$ cat config.mk
export PLATFORM = sky130hd
export DESIGN_NAME = ntsc_timing_gen
export DESIGN_NICKNAME = d
export VERILOG_FILES = /design/src/rtl/ntsc_pkg.sv /design/src/rtl/ntsc_line_counter.sv /design/src/rtl/ntsc_timing_gen.sv
export SDC_FILE = /design/constraint.sdc
export NUM_CORES = 1
export LEC_CHECK = 0
export ABC_AREA = 1
export CORE_ASPECT_RATIO = 1.75
export CORE_UTILIZATION = 31
export CTS_CLUSTER_DIAMETER = 60
export DETAILED_ROUTE_END_ITERATION = 16
export PLACE_DENSITY = 0.6
export SLEW_MARGIN = 15
export SYNTH_ARGS = -nofsm -noshare
export SYNTH_HDL_FRONTEND = slang
export SYNTH_SLANG_ARGS = --single-unit
$ cat constraint.sdc
create_clock -name clk -period 1.95 [get_ports clk]
set_clock_uncertainty 0.05 [all_clocks]
set_input_delay 0.39 -clock clk [delete_from_list [all_inputs] [get_ports clk]]
set_output_delay 0.39 -clock clk [all_outputs]
set_load 0.01 [all_outputs]
$ cat src/rtl/ntsc_pkg.sv
// Shared types and constants for the NTSC composite timing generator.
// Line-type boundaries are fixed by the broadcast standard, not parametrised.
package ntsc_pkg;

  typedef enum logic [1:0] {LT_EQ, LT_VSYNC, LT_BLANK, LT_SCAN} line_type_e;

  localparam int LINE_W = $clog2(263);

  localparam int SYNC_LVL_DEF  = 0;
  localparam int BLANK_LVL_DEF = 1;
  localparam int BLACK_LVL_DEF = 2;
  localparam int WHITE_LVL_DEF = 7;

  localparam logic [LINE_W-1:0] LINE_VSYNC_FIRST = LINE_W'(3);
  localparam logic [LINE_W-1:0] LINE_EQ2_FIRST   = LINE_W'(6);
  localparam logic [LINE_W-1:0] LINE_BLANK_FIRST = LINE_W'(9);
  localparam logic [LINE_W-1:0] LINE_SCAN_FIRST  = LINE_W'(20);

  localparam logic [LINE_W-1:0] LAST_LINE_INTERLACED  = LINE_W'(262);
  localparam logic [LINE_W-1:0] LAST_LINE_PROGRESSIVE = LINE_W'(261);

  function automatic line_type_e line_type_of(input logic [LINE_W-1:0] line);
    if (line < LINE_VSYNC_FIRST)      return LT_EQ;
    else if (line < LINE_EQ2_FIRST)   return LT_VSYNC;
    else if (line < LINE_BLANK_FIRST) return LT_EQ;
    else if (line < LINE_SCAN_FIRST)  return LT_BLANK;
    else                              return LT_SCAN;
  endfunction

endpackage

$ cat src/rtl/ntsc_line_counter.sv
// Horizontal/line/field sequencing with h_sync and v_sync strobes.
// Interlaced field 0 ends on a half line; field 1 starts mid-way through line 0.
module ntsc_line_counter
  import ntsc_pkg::*;
#(
  parameter int CLK_PER_LINE = 3175,
  parameter int HALF_LINE    = 1588,
  parameter bit INTERLACED   = 1'b1
) (
  input  logic                            clk,
  input  logic                            rst_n,
  input  logic                            enable_i,
  output logic [$clog2(CLK_PER_LINE)-1:0] h_cnt_o,
  output logic [LINE_W-1:0]               line_o,
  output logic                            field_o,
  output logic                            h_sync_o,
  output logic                            v_sync_o
);

  localparam int HW = $clog2(CLK_PER_LINE);
  localparam logic [HW-1:0]     H_LAST      = HW'(CLK_PER_LINE - 1);
  localparam logic [HW-1:0]     H_HALF_LAST = HW'(HALF_LINE - 1);
  localparam logic [HW-1:0]     H_HALF      = HW'(HALF_LINE);
  localparam logic [LINE_W-1:0] FIELD_LAST  = INTERLACED ? LAST_LINE_INTERLACED : LAST_LINE_PROGRESSIVE;

  logic [HW-1:0]     h_cnt_q, h_cnt_d;
  logic [LINE_W-1:0] line_q, line_d;
  logic              field_q, field_d;
  logic              half_line, line_end, field_end;

  always_comb begin
    half_line = INTERLACED && !field_q && (line_q == FIELD_LAST);
    line_end  = enable_i && (h_cnt_q == (half_line ? H_HALF_LAST : H_LAST));
    field_end = line_end && (line_q == FIELD_LAST);
    h_cnt_d   = h_cnt_q + 1'b1;
    line_d    = line_q;
    field_d   = field_q;
    if (!enable_i) begin
      h_cnt_d = '0;
      line_d  = '0;
      field_d = 1'b0;
    end else if (field_end) begin
      line_d = '0;
      // Field 1 picks up the second half of line 0.
      if (INTERLACED && !field_q) begin
        field_d = 1'b1;
        h_cnt_d = H_HALF;
      end else begin
        field_d = 1'b0;
        h_cnt_d = '0;
      end
    end else if (line_end) begin
      h_cnt_d = '0;
      line_d  = line_q + 1'b1;
    end
  end

  always_ff @(posedge clk or negedge rst_n) begin
    if (!rst_n) begin
      h_cnt_q <= '0;
      line_q  <= '0;
      field_q <= 1'b0;
    end else begin
      h_cnt_q <= h_cnt_d;
      line_q  <= line_d;
      field_q <= field_d;
    end
  end

  assign h_cnt_o  = h_cnt_q;
  assign line_o   = line_q;
  assign field_o  = field_q;
  assign h_sync_o = line_end;
  assign v_sync_o = field_end;

endmodule

$ cat src/rtl/ntsc_timing_gen.sv
// NTSC composite luma/sync generator: line-type level muxing, pixel window
// decode and a registered output level (one clock behind the counters).
module ntsc_timing_gen
  import ntsc_pkg::*;
#(
  parameter int CLK_PER_LINE = 3175,
  parameter int HALF_LINE    = 1588,
  parameter int FRONT_PORCH  = 75,
  parameter int SYNC_TIP     = 235,
  parameter int EQ_PULSE     = 117,
  parameter int VSYNC_PULSE  = 1353,
  parameter int PIX_DIV      = 4,
  parameter int BASE_X       = 184,
  parameter int RES_H        = 560,
  parameter int BASE_Y       = 30,
  parameter int RES_V        = 400,
  parameter int LUMA_BITS    = 4,
  parameter int OUT_BITS     = 4,
  parameter int SYNC_LVL     = SYNC_LVL_DEF,
  parameter int BLANK_LVL    = BLANK_LVL_DEF,
  parameter int BLACK_LVL    = BLACK_LVL_DEF,
  parameter int WHITE_LVL    = WHITE_LVL_DEF,
  parameter bit INTERLACED   = 1'b1
) (
  input  logic                 clk,
  input  logic                 rst_n,
  input  logic                 enable,
  input  logic [LUMA_BITS-1:0] pixel_data,
  output logic                 pixel_req,
  output logic [10:0]          pixel_x,
  output logic [10:0]          pixel_y,
  output logic                 pixel_is_visible,
  output logic                 h_sync,
  output logic                 v_sync,
  output logic                 field,
  output logic [OUT_BITS-1:0]  ntsc_out
);

  localparam int HW          = $clog2(CLK_PER_LINE);
  localparam int PIX_SHIFT   = $clog2(PIX_DIV);
  localparam int FIELD_LINES = INTERLACED ? RES_V / 2 : RES_V;

  localparam logic [HW-1:0] H_HALF      = HW'(HALF_LINE);
  localparam logic [HW-1:0] H_EQ        = HW'(EQ_PULSE);
  localparam logic [HW-1:0] H_EQ_END    = HW'(HALF_LINE + EQ_PULSE);
  localparam logic [HW-1:0] H_VS        = HW'(VSYNC_PULSE);
  localparam logic [HW-1:0] H_VS_END    = HW'(HALF_LINE + VSYNC_PULSE);
  localparam logic [HW-1:0] H_TIP_START = HW'(FRONT_PORCH);
  localparam logic [HW-1:0] H_TIP_END   = HW'(FRONT_PORCH + SYNC_TIP);
  localparam logic [HW-1:0] H_VIS_START = HW'(BASE_X * PIX_DIV);
  localparam logic [HW-1:0] H_VIS_END   = HW'((BASE_X + RES_H) * PIX_DIV);
  localparam logic [HW-1:0] PIX_MASK    = HW'(PIX_DIV - 1);

  localparam logic [LINE_W-1:0] V_VIS_START = LINE_W'(BASE_Y);
  localparam logic [LINE_W-1:0] V_VIS_END   = LINE_W'(BASE_Y + FIELD_LINES);

  localparam logic [OUT_BITS-1:0]  LVL_SYNC    = OUT_BITS'(SYNC_LVL);
  localparam logic [OUT_BITS-1:0]  LVL_BLANK   = OUT_BITS'(BLANK_LVL);
  localparam logic [OUT_BITS-1:0]  LVL_WHITE   = OUT_BITS'(WHITE_LVL);
  localparam logic [LUMA_BITS:0]   LUMA_BLACK  = (LUMA_BITS+1)'(BLACK_LVL);
  localparam logic [LUMA_BITS:0]   LUMA_WHITE  = (LUMA_BITS+1)'(WHITE_LVL);

  logic [HW-1:0]       h_cnt;
  logic [LINE_W-1:0]   line;
  line_type_e          line_type;
  logic                in_tip, in_eq, in_vs, visible;
  logic [10:0]         line_rel;
  logic [LUMA_BITS:0]  luma_sum;
  logic [OUT_BITS-1:0] luma, level_d, ntsc_q;

  ntsc_line_counter #(
    .CLK_PER_LINE (CLK_PER_LINE),
    .HALF_LINE    (HALF_LINE),
    .INTERLACED   (INTERLACED)
  ) u_line_counter (
    .clk      (clk),
    .rst_n    (rst_n),
    .enable_i (enable),
    .h_cnt_o  (h_cnt),
    .line_o   (line),
    .field_o  (field),
    .h_sync_o (h_sync),
    .v_sync_o (v_sync)
  );

  always_comb begin
    line_type = line_type_of(line);
    in_tip    = (h_cnt >= H_TIP_START) && (h_cnt < H_TIP_END);
    in_eq     = (h_cnt < H_EQ) || ((h_cnt >= H_HALF) && (h_cnt < H_EQ_END));
    in_vs     = (h_cnt < H_VS) || ((h_cnt >= H_HALF) && (h_cnt < H_VS_END));
    visible   = enable && (line_type == LT_SCAN) &&
                (h_cnt >= H_VIS_START) && (h_cnt < H_VIS_END) &&
                (line >= V_VIS_START) && (line < V_VIS_END);
    // One extra bit so the black offset cannot wrap before the white clamp.
    luma_sum  = {1'b0, pixel_data} + LUMA_BLACK;
    luma      = (luma_sum > LUMA_WHITE) ? LVL_WHITE : OUT_BITS'(luma_sum);
    level_d   = LVL_BLANK;
    if (enable) begin
      case (line_type)
        LT_EQ:    if (in_eq) level_d = LVL_SYNC;
        LT_VSYNC: if (in_vs) level_d = LVL_SYNC;
        LT_BLANK: if (in_tip) level_d = LVL_SYNC;
        LT_SCAN: begin
          if (in_tip)       level_d = LVL_SYNC;
          else if (visible) level_d = luma;
        end
        default: level_d = LVL_BLANK;
      endcase
    end
  end

  always_comb begin
    line_rel         = 11'(line) - 11'(BASE_Y);
    pixel_is_visible = visible;
    pixel_req        = visible && ((h_cnt & PIX_MASK) == '0);
    pixel_x          = visible ? (11'(h_cnt >> PIX_SHIFT) - 11'(BASE_X)) : '0;
    pixel_y          = '0;
    if (visible) pixel_y = INTERLACED ? {line_rel[9:0], field} : line_rel;
  end

  always_ff @(posedge clk or negedge rst_n) begin
    if (!rst_n) ntsc_q <= LVL_BLANK;
    else        ntsc_q <= level_d;
  end

  assign ntsc_out = ntsc_q;

endmodule

; ---- Yosys cells after proc, flatten, opt, wreduce, memory -nomap -nowiden
; Cells that the tools add are included.
[word_totals]
inputBits = 7
register_bits = 26
elab_cells = 74
[op_classes]
n_addsub = 5
n_reduce_logical = 17
magnitude_cmp = 16
n_eq_ne = 7
mux = 25
[op_table]
columns = cell, count
row1 = $mux W12, 4
row2 = $mux W11, 3
row3 = $mux W9, 3
row4 = $lt A12 B11 Y1 const B, 2
row5 = $lt A12 B12 Y1 const B, 2
row6 = $mux W4, 4
row7 = $pmux W4 S4, 1
row8 = $add A12 B1 Y12 const B, 1
row9 = $eq A12 B12 Y1, 1
row10 = $ge A12 B10 Y1 const B, 1
row11 = $ge A12 B11 Y1 const B, 1
row12 = $ge A12 B7 Y1 const B, 1
row13 = $logic_and A1 B1 Y1, 12
row14 = $logic_not A12 Y1, 1
row15 = $lt A12 B7 Y1 const B, 1
row16 = $lt A12 B9 Y1 const B, 1
row17 = $sub A10 B8 Y11 const B, 1
row18 = $sub A9 B5 Y10 const B, 1
row19 = $add A9 B1 Y9 const B, 1
row20 = $eq A9 B9 Y1 const B, 1
row21 = $ge A9 B5 Y1 const B, 1
row22 = $lt A9 B2 Y1 const B, 1
row23 = $lt A9 B3 Y1 const B, 1
row24 = $lt A9 B4 Y1 const B, 1
row25 = other kinds (13), 23

; ---- Logic depth before layout (Yosys ltp)
; Gate-level depths: netlist of run 1.
[depth]
word_depth = 15
ltp_mapped = 13
depth_no_buf = 13

; ---- By module
; From an unflattened synthesis of run 1, not the netlist that was laid out.
[hier_totals]
cells_unflattened = 385
hier_area_um2 = 2518.7
[by_module_without_submodules]
columns = mod, n_inst, area_per_inst_um2, seq_area_each_um2, cells_per_inst
row1 = ntsc_line_counter, 1, 1365.1, 550.5, 178
row2 = ntsc_timing_gen, 1, 1153.6, 101.3, 207

; ---- Worst setup path before layout of run 1
; Ideal clock, no wire load.
[synth_timing]
kind = register to output
startpoint = register u_line_counter.line_q[1], in the netlist u_line_counter.line_o[1]
endpoint = output port pixel_y[6]
t_required_ps = 1510
path_stages_with_launch = 11
slack_ps = -144
arrival_ps = 1654
cell_sequence = dfrtp_1 ha_1 nor2_1 nand2_1 nand3_1 nand3_1 nor2_4 nand2_4 inv_2 nand2_1 a21oi_1
[synth_via]
elab_chain_len = 12
elab_cells_between_ends = 18
cone_classes = 1 x add/sub / 6 x order compare / 1 x eq/ne / 5 x mux / 5 x reduce/logical
[synth_lines]
columns = item, line
row1 = from (decl), ntsc_line_counter.sv:27  ; logic [LINE_W-1:0] line_q, line_d;
row2 = from (signal assigned), ntsc_line_counter.sv:65  ; line_q <= line_d;
row3 = $lt A9 B5 Y1, ntsc_pkg.sv:26  ; else if (line < LINE_SCAN_FIRST) return LT_BLANK;
row4 = $mux W1, ntsc_pkg.sv:26
row5 = $mux W2, ntsc_pkg.sv:25  ; else if (line < LINE_BLANK_FIRST) return LT_EQ;
row6 = $mux W2, ntsc_pkg.sv:24  ; else if (line < LINE_EQ2_FIRST) return LT_VSYNC;
row7 = $mux W2, ntsc_pkg.sv:23  ; if (line < LINE_VSYNC_FIRST) return LT_EQ;
row8 = $eq A2 B2 Y1, ntsc_timing_gen.sv:91  ; visible = enable && (line_type == LT_SCAN) &&
row9 = $logic_and A1 B1 Y1 (2 in a row), ntsc_timing_gen.sv:91
row10 = $logic_and A1 B1 Y1 (2 in a row), ntsc_timing_gen.sv:92  ; (h_cnt >= H_VIS_START) && (h_cnt < H_VIS_END) &&
row11 = $logic_and A1 B1 Y1 *, ntsc_timing_gen.sv:93  ; (line >= V_VIS_START) && (line < V_VIS_END);
row12 = named net pixel_is_visible, ntsc_timing_gen.sv:32  ; output logic pixel_is_visible,
row13 = $mux W11 *, ntsc_timing_gen.sv:118  ; if (visible) pixel_y = INTERLACED ? {line_rel[9:0], field} : line_rel;
row14 = to (decl), ntsc_timing_gen.sv:31  ; output logic [10:0] pixel_y,
; Mark *: on every way through the listed nets, which the timed path passes. The rest lies on a longest branch.

; ---- Final worst setup path of run 1
[layout_timing]
startpoint = register u_line_counter.line_q[1], in the netlist u_line_counter.line_o[1]
endpoint = output port pixel_y[9]
[layout_via]
elab_chain_len = 12
elab_cells_between_ends = 18
cone_classes = 1 x add/sub / 6 x order compare / 1 x eq/ne / 5 x mux / 5 x reduce/logical
[layout_lines]
columns = item, line
row1 = $lt A9 B5 Y1, ntsc_pkg.sv:26
row2 = $mux W1, ntsc_pkg.sv:26
row3 = $mux W2, ntsc_pkg.sv:25
row4 = $mux W2, ntsc_pkg.sv:24
row5 = $mux W2, ntsc_pkg.sv:23
row6 = $eq A2 B2 Y1, ntsc_timing_gen.sv:91
row7 = $logic_and A1 B1 Y1 (2 in a row), ntsc_timing_gen.sv:91
row8 = $logic_and A1 B1 Y1 (2 in a row), ntsc_timing_gen.sv:92
row9 = $logic_and A1 B1 Y1, ntsc_timing_gen.sv:93
row10 = $mux W11 *, ntsc_timing_gen.sv:118
; Mark *: on every way between the ends. The rest lies on a longest branch, timed or not.

==> results of run 1 <==
## metrics by stage
| stage | utilization, % | setup TNS, ps |
|---|---|---|
| after floorplan | - | -46.66 |
| after global placement | 48.05 | -17010 |
| after detailed placement | 48.05 | -18430 |
| after CTS | 52.21 | -16020 |
| after global routing | 52.54 | -17770 |
| final | 52.54 | -13330 |
## path summary, 6_finish.rpt
check / to / depth (start not counted)
min: u_line_counter.line_o[6] / 2
max: pixel_y[9] / 10
max reg2reg: u_line_counter.line_o[2] / 15
min in group clk: u_line_counter.field_o / 2
max in group asynchronous: ntsc_out[0] / 2
min reg2reg: u_line_counter.field_o / 2
## per-layer routing
metal,vias to the layer above,wire (um)
met5,-,0
met3,33,199
met4,0,444
met2,73,4674
met1,1281,2891
li1,1350,-
## cells by family after synthesis
logic type | Yosys count
DFF | 26
and+or+nand+nor | 182
AOI/OAI and AO/OA | 39
other | 1
buffers and inverters | 60
adders and majority gates | 12
xor gates and xnor gates | 13
## synth_stat cells, types with 2 or more instances
| master | number | area share, % |
|---|---|---|
| o22ai_1 | 2 | 0.55 |
| a21oi_1 | 12 | 2.6 |
| o31ai_1 | 3 | 0.98 |
| nand2_2 | 5 | 1.4 |
| o211ai_1 | 3 | 0.98 |
| inv_2 | 8 | 1.3 |
| o21ai_1 | 6 | 1.3 |
| nand3_2 | 2 | 0.87 |
| nor3_1 | 10 | 2.2 |
| nor3b_1 | 3 | 0.98 |
| o21ai_0 | 8 | 1.7 |
| nand4_1 | 12 | 3.3 |
| buf_4 | 4 | 1.3 |
| buf_2 | 4 | 0.87 |
| nand2_1 | 55 | 9.0 |
| clkinv_1 | 4 | 0.65 |
| nand3_1 | 25 | 5.5 |
| dfrtp_1 | 25 | 27 |
| nor3_2 | 4 | 1.7 |
| buf_6 | 5 | 2.5 |
| inv_1 | 35 | 5.7 |
| ha_1 | 12 | 6.5 |
| nor2_4 | 3 | 1.5 |
| xor2_1 | 13 | 5.0 |
| nor2_1 | 57 | 9.3 |
| nor2_2 | 4 | 1.1 |
## layout make-up
cell class                 instances  share of cell area [%]
multi-input combinational        248                   42.44
tap                               86                   2.851
clock buffer                       4                   2.354
timing repair buffer             147                   30.01
inverter                          47                   4.973
sequential                        26                   17.37
## power by group through the flow
stage	sequential [W]	clock (W)	combinational [W]
2_1_floorplan	0.000565	0	0.0000725
3_3_place_gp	0.000566	0	0.000148
3_5_place_dp	0.000567	0	0.000150
4_1_cts	0.000556	0.000537	0.000154
5_1_grt	0.000557	0.000551	0.000171
6_report	0.000556	0.000522	0.000153
## sequential cells by signal, summed over array words and instances, names as in the netlist
name / count
u_line_counter.line_o: 9
u_line_counter.h_cnt_o: 12
u_line_counter.field_o: 1
ntsc_out: 4
## what timing repair did
action	4_1_cts	5_1_grt
setup buffers	24	6
endpoints found under the hold margin	0	0
resized for setup	125	25
gates cloned	0	0
setup endpoints to repair	30	45
pin swaps	12	21
## critical path: cells and delay by family (launching register included)
| kind | cells | cell delay (ps) |
|---|---|---|
| AOI/OAI and AO/OA | 1 | 200 |
| adders and majority gates | 1 | 170 |
| buffers and inverters | 4 | 460 |
| DFF | 1 | 400 |
| and+or+nand+nor | 4 | 530 |
==> reports/results.txt, run 1 <==
Worst-Skew Late Latency -> 270 ps
Bufs on Longest Clock Path -> 2
Worst R2R Setup Slack -> -250 ps
Worst path slowest cell -> dfrtp_2
Inserted Clock Buffers -> 3
Std cell rows -> 41
Most Crowded Layer GR -> met2
Setup WS pre-CTS -> -679.3 ps
Final WS setup -> -509.7 ps
Final wirelength -> 8.210 mm
Max FO, Critical Path -> 8
Share of layout cells above drive strength 1 -> 46.40%
Routed WL per cell -> 14.71 um
Power Dens Cells -> 326.1 nW/um^2
Sw Pwr -> 0.0002992 W
Via/cell ratio -> 4.905
CP peak stage delay -> 400 ps
Hold-fix buffers, CTS -> 0
Clk pwr share -> 42.4%
ANT nets after route -> 0
Final HPWL DP -> 6.316 mm
Initial antenna violation count -> 0
Worst path required time -> 1510 ps
Total Power -> 0.001230 W
Post-synth cell types -> 35
Worst Hold Class -> input pin to async pin
Finished Cell Area -> 3774 sq um
Worst-path cell chain -> buf_4 > inv_2 > ha_2 > a21oi_2 > nor3_4 > nor2_4 > nand2_8 > buf_8 > nor3b_4 > buf_2
Crit Reg-Reg Startpoint -> u_line_counter.line_o[5]
Diodes inserted -> 0
Die Area -> 7760 sq um
Port bufs -> 36
Int Pwr -> 0.0009312 W
Horiz. Die Dim -> 67.02 um
FFs w/ async S/R, synth -> 100.0%
Hold Vio Cnt, Final -> 0
Synthesized instance count -> 333
Total gr overflow -> 0
Highest Clock Rate -> 406.6 MHz
Largest family of logic cells by synthesized area -> simple AND/OR/NAND/NOR gates
Clock slew at reported path FFs -> 70 ps
Peak supply drop -> 0.2889 mV
Global-route wire length before repair -> 13.33 mm
RSZ-0062 raised after global routing -> true
Syn_area_per_cell -> 6.887 sq um
I/O pin count -> 38
Post-Synth Simple-Gate Area -> 37.53%
Worst Path Arrival -> 2020 ps
CTS Root Cell -> clkbuf_16
Commonest non-fill, non-tap cells in the layout -> buf_4 (104), nand2_1 (49), nor2_1 (39)
CTS Sinks -> 26
Core area -> 7182 sq um
Sw frac -> 24.32%
Most common cell after layout, fill and taps aside -> buf_4
CP endpoint kind -> output port
Compound-Gate Fraction of Synth Area -> 10.04%
Non-Filler Instances -> 558
Mapped Area -> 2293 sq um
Failing checks -> setup timing
Initial DRC count -> 153
Post-synthesis sequential area ratio -> 28.42%
Met1 Use GR -> 22.58%
Post-Synth XOR/XNOR Area -> 4.965%
# Max-Cap Violations -> 0
Gate power share -> 12.4%
GPL Wtd Cong -> 0.9287
Mux cell area share after synthesis -> 0%
GRT met3 Usage -> 1.280%
Yosys reg bits -> 26
Total global-route track usage -> 23.12%
DP Cell Count -> 532
Die Span Y -> 115.8 um
Post-synth EDFFs -> 0
CTS tree -> built
Placed cell area -> 3451 sq um
Syn. warnings -> 0
Adder-Cell Fraction of Synth Area -> 6.547%
Reg area -> 655.6 sq um
Setup Crit Path Kind -> flop to output port
Worst setup SP type -> flop
H-tree depth -> 1
Slew Viols, Final -> 0
Predominant post-synthesis flop cell -> dfrtp_1
Layout fillers -> 699
Run status -> finished with violations
Worst Setup SP -> u_line_counter.line_o[1]
Vias in the first global route -> 2903
Initial Util -> 31.93%
Fin nets -> 492
DRC Markers -> 0
Setup violators final -> 42
Leak pwr -> 1.901 nW
Tcrit/Tclk final -> 126.1%
Final worst path period need -> 2460 ps
Via Count -> 2737
Final hold slack -> 455.4 ps
Flop pwr share -> 45.2%
Area added between synthesis and finish -> 64.54%
Grt met2 use -> 45.13%
DR pass1 iterations -> 4
Area occupied by multi-input gates -> 1602 sq um
Largest net degree at the start of global routing -> 27
No activity file was read; power rests on OpenSTA's default activity.
==> inputs of run 2 (changes only) <==
--- a/config.mk
+++ b/config.mk
@@ -10,7 +10,8 @@
 export CORE_UTILIZATION = 31
 export CTS_CLUSTER_DIAMETER = 60
 export DETAILED_ROUTE_END_ITERATION = 16
-export PLACE_DENSITY = 0.6
+export PLACE_DENSITY = 0.58
+export SKIP_LAST_GASP = 1
 export SLEW_MARGIN = 15
 export SYNTH_ARGS = -nofsm -noshare
 export SYNTH_HDL_FRONTEND = slang
==> constraint.sdc (replaced) <==
create_clock -name clk -period 2.4 [get_ports clk]
set_clock_uncertainty 0.05 [all_clocks]
set_input_delay 0.48 -clock clk [delete_from_list [all_inputs] [get_ports clk]]
set_output_delay 0.48 -clock clk [all_outputs]
set_load 0.01 [all_outputs]
==> run 2 against run 1 <==
Net effect: the run still ends with setup timing left; non-clock buffer count fell by 14; largest cell class unchanged; utilization fell by 2.5 points; combinational power fell by 33%.
==> reports/results.txt, run 2 (synthesized netlist as in run 1, its figures left out) <==
Area added between synthesis and finish -> 56.74%
Finished Cell Area -> 3595 sq um
ANT nets after route -> 0
Bufs on Longest Clock Path -> 2
Routed WL per cell -> 14.52 um
Most common cell after layout, fill and taps aside -> buf_4
Max FO, Critical Path -> 5
Worst-Skew Late Latency -> 270 ps
Crit Reg-Reg Startpoint -> u_line_counter.line_o[1]
Hold Vio Cnt, Final -> 0
Worst Setup SP -> u_line_counter.line_o[1]
Tcrit/Tclk final -> 105.6%
DRC Markers -> 0
Final wirelength -> 7.913 mm
I/O pin count -> 38
Clk pwr share -> 46.9%
Via Count -> 2693
Final Util -> 50.05%
Flop pwr share -> 43.4%
Largest net degree at the start of global routing -> 27
Critical Path End -> pixel_y[5]
Hold Startpoint -> u_line_counter.h_cnt_o[0]
Diodes inserted -> 0
Initial antenna violation count -> 0
Max FFs per register -> 12
Worst R2R Setup Slack -> 190 ps
Clock slew at reported path FFs -> 70 ps
Layout fillers -> 735
Fin nets -> 479
Total gr overflow -> 0
Final HPWL DP -> 6.023 mm
Final worst path period need -> 2534 ps
Total Power -> 0.001047 W
Total global-route track usage -> 21.40%
CTS Sinks -> 26
Failing checks -> setup timing
Sw frac -> 21.69%
Setup Crit Path Kind -> flop to output port
Leak pwr -> 1.865 nW
Vias in the first global route -> 2603
Run status -> finished with violations
Inserted Clock Buffers -> 3
Die Span Y -> 115.8 um
Peak supply drop -> 0.2961 mV
Area occupied by multi-input gates -> 1508 sq um
Reg area -> 655.6 sq um
# Max-Cap Violations -> 0
CTS tree -> built
Global-route wire length before repair -> 12.45 mm
Worst Hold Class -> flop to flop
Core area -> 7182 sq um
Horiz. Die Dim -> 67.02 um
Sw Pwr -> 0.0002271 W
Worst setup SP type -> flop
Initial DRC count -> 94
Int Pwr -> 0.0008200 W
Initial Util -> 31.93%
DR pass1 iterations -> 4
Slew Viols, Final -> 0
Gate power share -> 9.7%
Commonest non-fill, non-tap cells in the layout -> buf_4 (88), nand2_1 (50), nor2_1 (46)
Std cell rows -> 41
Power Dens Cells -> 291.3 nW/um^2
Highest Clock Rate -> 394.6 MHz
RSZ-0062 raised after global routing -> true
Setup violators final -> 22
H-tree depth -> 1
Port bufs -> 36
CTS Root Cell -> clkbuf_16
Worst path required time -> 1870 ps
Via/cell ratio -> 4.941
Worst Path Arrival -> 2000 ps
Placed cell area -> 3272 sq um
GPL Wtd Cong -> 0.9051
CP endpoint kind -> output port
Die Area -> 7760 sq um
Number of cells on the worst reg-to-reg path -> 15
Reg2reg end -> u_line_counter.line_o[1]
Final WS setup -> -133.9 ps
Share of layout cells above drive strength 1 -> 40.31%
==> run 2: worst min-delay path by stage <==
stage	slack [ps]	cells after the start	endpoint
after floorplan	130	0	ntsc_out[1]
after global placement	470	1	u_line_counter.h_cnt_o[0]
after detailed placement	490	1	u_line_counter.h_cnt_o[0]
after CTS	500	1	u_line_counter.h_cnt_o[0]
after global routing	540	1	u_line_counter.h_cnt_o[0]
final	490	1	u_line_counter.h_cnt_o[0]
==> run 2: metal layers <==
metal / vias to the layer above / wire length (um) / GRT usage [%]
li1: 1325 / - / -
met1: 1262 / 2922 / 23.06
met2: 78 / 4340 / 39.33
met3: 28 / 302 / 1.870
met4: 0 / 349 / 11.91
met5: - / 0 / 0
==> run 2: metrics by stage <==
step                      instances  hold WS [ps]  setup WS, ps  setup TNS (ps)
after floorplan                 334         134.4         215.7               0
after global placement          523         474.9        -409.7           -8993
after detailed placement        523         489.4        -419.5           -9160
after CTS                       538         498.9        -222.5           -3222
after global routing            545         541.4        -195.4           -2966
final                           545         491.3        -133.9           -1409
==> run 2: layout make-up <==
type	instances	share of cell area, %
Clock buffer	3	2.088
Timing Repair Buffer	133	28.85
Multi-Input combinational cell	249	41.94
Inverter	47	5.047
Tap cell	86	2.993
Clock inverter	1	0.8354
Sequential cell	26	18.24
==> run 2: what timing repair did <==
| item | 4_1_cts | 5_1_grt |
|---|---|---|
| endpoints found under the setup margin | 25 | 25 |
| setup buffers | 11 | 7 |
| gates cloned | 1 | 0 |
| pin swaps | 12 | 15 |
| hold buffers | 0 | 0 |
| resized for setup | 123 | 30 |
==> run 2: critical path, cell delays in order (launching register included) <==
cell and delay, ps:
dfrtp_2 440, ha_4 190, nor2_4 90, nand2_2 70, nand3_1 70, nand3_1 110
nor2_4 180, nand2_4 120, buf_6 140, buf_6 110, nor2_1 70, buf_2 140
==> run 2: power by group through the flow <==
stage               clock [W]  sequential, W  combinational, W
floorplan                   0       0.000459         0.0000583
global placement            0       0.000463         0.0000999
detailed placement          0       0.000463          0.000101
CTS                  0.000501       0.000454          0.000102
global route         0.000513       0.000456          0.000115
finish               0.000491       0.000454          0.000102
==> inputs of run 3 (changes only) <==
--- a/config.mk
+++ b/config.mk
@@ -10,7 +10,8 @@
 export CORE_UTILIZATION = 31
 export CTS_CLUSTER_DIAMETER = 60
 export DETAILED_ROUTE_END_ITERATION = 16
-export PLACE_DENSITY = 0.58
+export DONT_BUFFER_PORTS = 1
+export PLACE_DENSITY = 0.52
 export SKIP_LAST_GASP = 1
 export SLEW_MARGIN = 15
 export SYNTH_ARGS = -nofsm -noshare
==> run 3 against run 2 <==
Net effect: the flow still finishes with violations (setup timing); clock-buffer cell count increased by 1; via count decreased by 13%; die area unchanged.
==> reports/results.txt, run 3 (synthesized netlist as in run 1, its figures left out) <==
Run status -> finished with violations
Failing checks -> setup timing
Std cell rows -> 41
Total global-route track usage -> 20.69%
DRC Markers -> 0
Vias in the first global route -> 2345
I/O pin count -> 38
Global-route wire length before repair -> 11.67 mm
Core area -> 7182 sq um
# Max-Cap Violations -> 0
Die Span Y -> 115.8 um
Worst path required time -> 1870 ps
Worst Setup SP -> u_line_counter.line_o[1]
Number of cells on the worst reg-to-reg path -> 13
Commonest non-fill, non-tap cells in the layout -> nand2_1 (50), nor2_1 (39), buf_4 (38)
Crit Reg-Reg Startpoint -> u_line_counter.line_o[0]
Hold Vio Cnt, Final -> 0
Final worst path period need -> 2449 ps
Worst-Skew Late Latency -> 270 ps
Final wirelength -> 7.341 mm
Routed WL per cell -> 16.13 um
Initial Util -> 31.93%
Via Count -> 2352
Hold Startpoint -> enable
Hold depth -> 2
Non-Filler Instances -> 455
Share of layout cells above drive strength 1 -> 31.98%
CP endpoint kind -> output port
Clock slew at reported path FFs -> 70 ps
Fin nets -> 389
Hold EP -> u_line_counter.line_o[3]
Max FO, Critical Path -> 8
Peak supply drop -> 0.2630 mV
GPL Wtd Cong -> 0.9311
H-tree depth -> 1
Reg2reg end -> u_line_counter.line_o[5]
Bufs on Longest Clock Path -> 2
Setup WS pre-CTS -> 79.52 ps
CTS tree -> built
Power Dens Cells -> 324.6 nW/um^2
Setup Crit Path Kind -> flop to output port
Largest net degree at the start of global routing -> 27
Initial DRC count -> 50
Worst setup SP type -> flop
DR pass1 iterations -> 5
Layout fillers -> 752
Final HPWL DP -> 5.691 mm
Area added between synthesis and finish -> 30.11%
Total gr overflow -> 0
Die Area -> 7760 sq um
DP Cell Count -> 437
Final WS setup -> -48.61 ps
Setup violators final -> 7
RSZ-0062 raised after global routing -> true
Tcrit/Tclk final -> 102.0%
Leak pwr -> 1.389 nW
Highest Clock Rate -> 408.4 MHz
Slew Viols, Final -> 0
Worst Path Arrival -> 1920 ps
Via/cell ratio -> 5.169
Diodes inserted -> 0
ANT nets after route -> 0
Max FFs per register -> 12
Inserted Clock Buffers -> 3
Port bufs -> 0
Most common cell after layout, fill and taps aside -> nand2_1
CTS Root Cell -> clkbuf_16
CTS Sinks -> 26
Horiz. Die Dim -> 67.02 um
Worst R2R Setup Slack -> 390 ps
Worst Hold Class -> input pin to flop
Initial antenna violation count -> 0
-- run 3: changes by cell type in the layout (fill, tap and decap cells not counted), moves of 5 or more --
cell             change
buf_4               -50
buf_2               -20
nor2_4              +12
buf_6               -11
clkdlybuf4s50_1     -11
nor2_1               -7
nor2_2               -5
-- run 3: how the worst max path moves through the flow --
stage / endpoint / slack, ps
after floorplan: pixel_y[6] / 220
after global placement: pixel_y[4] / 140
after detailed placement: pixel_y[4] / 80
after CTS: pixel_y[4] / -110
after global routing: pixel_y[6] / -150
final: pixel_y[4] / -50
-- run 3: critical path, cell delays in order (launching register included) --
cell and delay [ps]:
dfrtp_2 450, ha_4 180, nor2_4 100, nand2_2 70, nand3_1 70, nand3_1 110, nor2_4 180, nand2_4 120
buf_8 180, nor3_4 180
-- run 3: timing repair --
item | in CTS | in global routing
cloned | 1 | 0
setup buffers | 7 | 4
hold buffers | 2 | 0
pin swaps | 5 | 8
setup endpoints to repair | 24 | 25
gates resized for setup | 32 | 36
endpoints found under the hold margin | 26 | 0
-- run 3: area by class of cell --
type | count | area, sq um | share of cell area (%)
Multi-Input combinational cell | 249 | 1590 | 53.29
Sequential cell | 26 | 658.1 | 22.05
Timing Repair Buffer | 43 | 361.6 | 12.12
Inverter | 47 | 177.7 | 5.954
Tap cell | 86 | 107.6 | 3.606
Clock buffer | 4 | 88.84 | 2.977
-- run 3: per-layer routing --
layer	track usage, %	vias up	routed length (um)
li1	-	1145	-
met1	20.57	1110	2550
met2	38.67	71	4132
met3	2.854	26	288
met4	12.62	0	369
met5	0	-	0
-- run 3: stage by stage --
stage	hold WS, ps	total power [W]	cell area [sq um]	setup TNS, ps	util, %
after floorplan	134.4	0.0005176	2297	0	-
after global placement	135.0	0.0005285	2524	0	35.14
after detailed placement	135.0	0.0005288	2524	0	35.14
after CTS	310.0	0.0009839	2821	-778.6	39.29
after global routing	326.7	0.001005	2984	-1784	41.55
final	308.3	0.0009687	2984	-232.5	41.55
-- run 3: report_power, final --
group	switching (W)	total [W]	internal [W]
clock network	0.000176	0.000432	0.000256
logic	0.0000513	0.0000782	0.0000269
registers	0.0000125	0.000458	0.000446
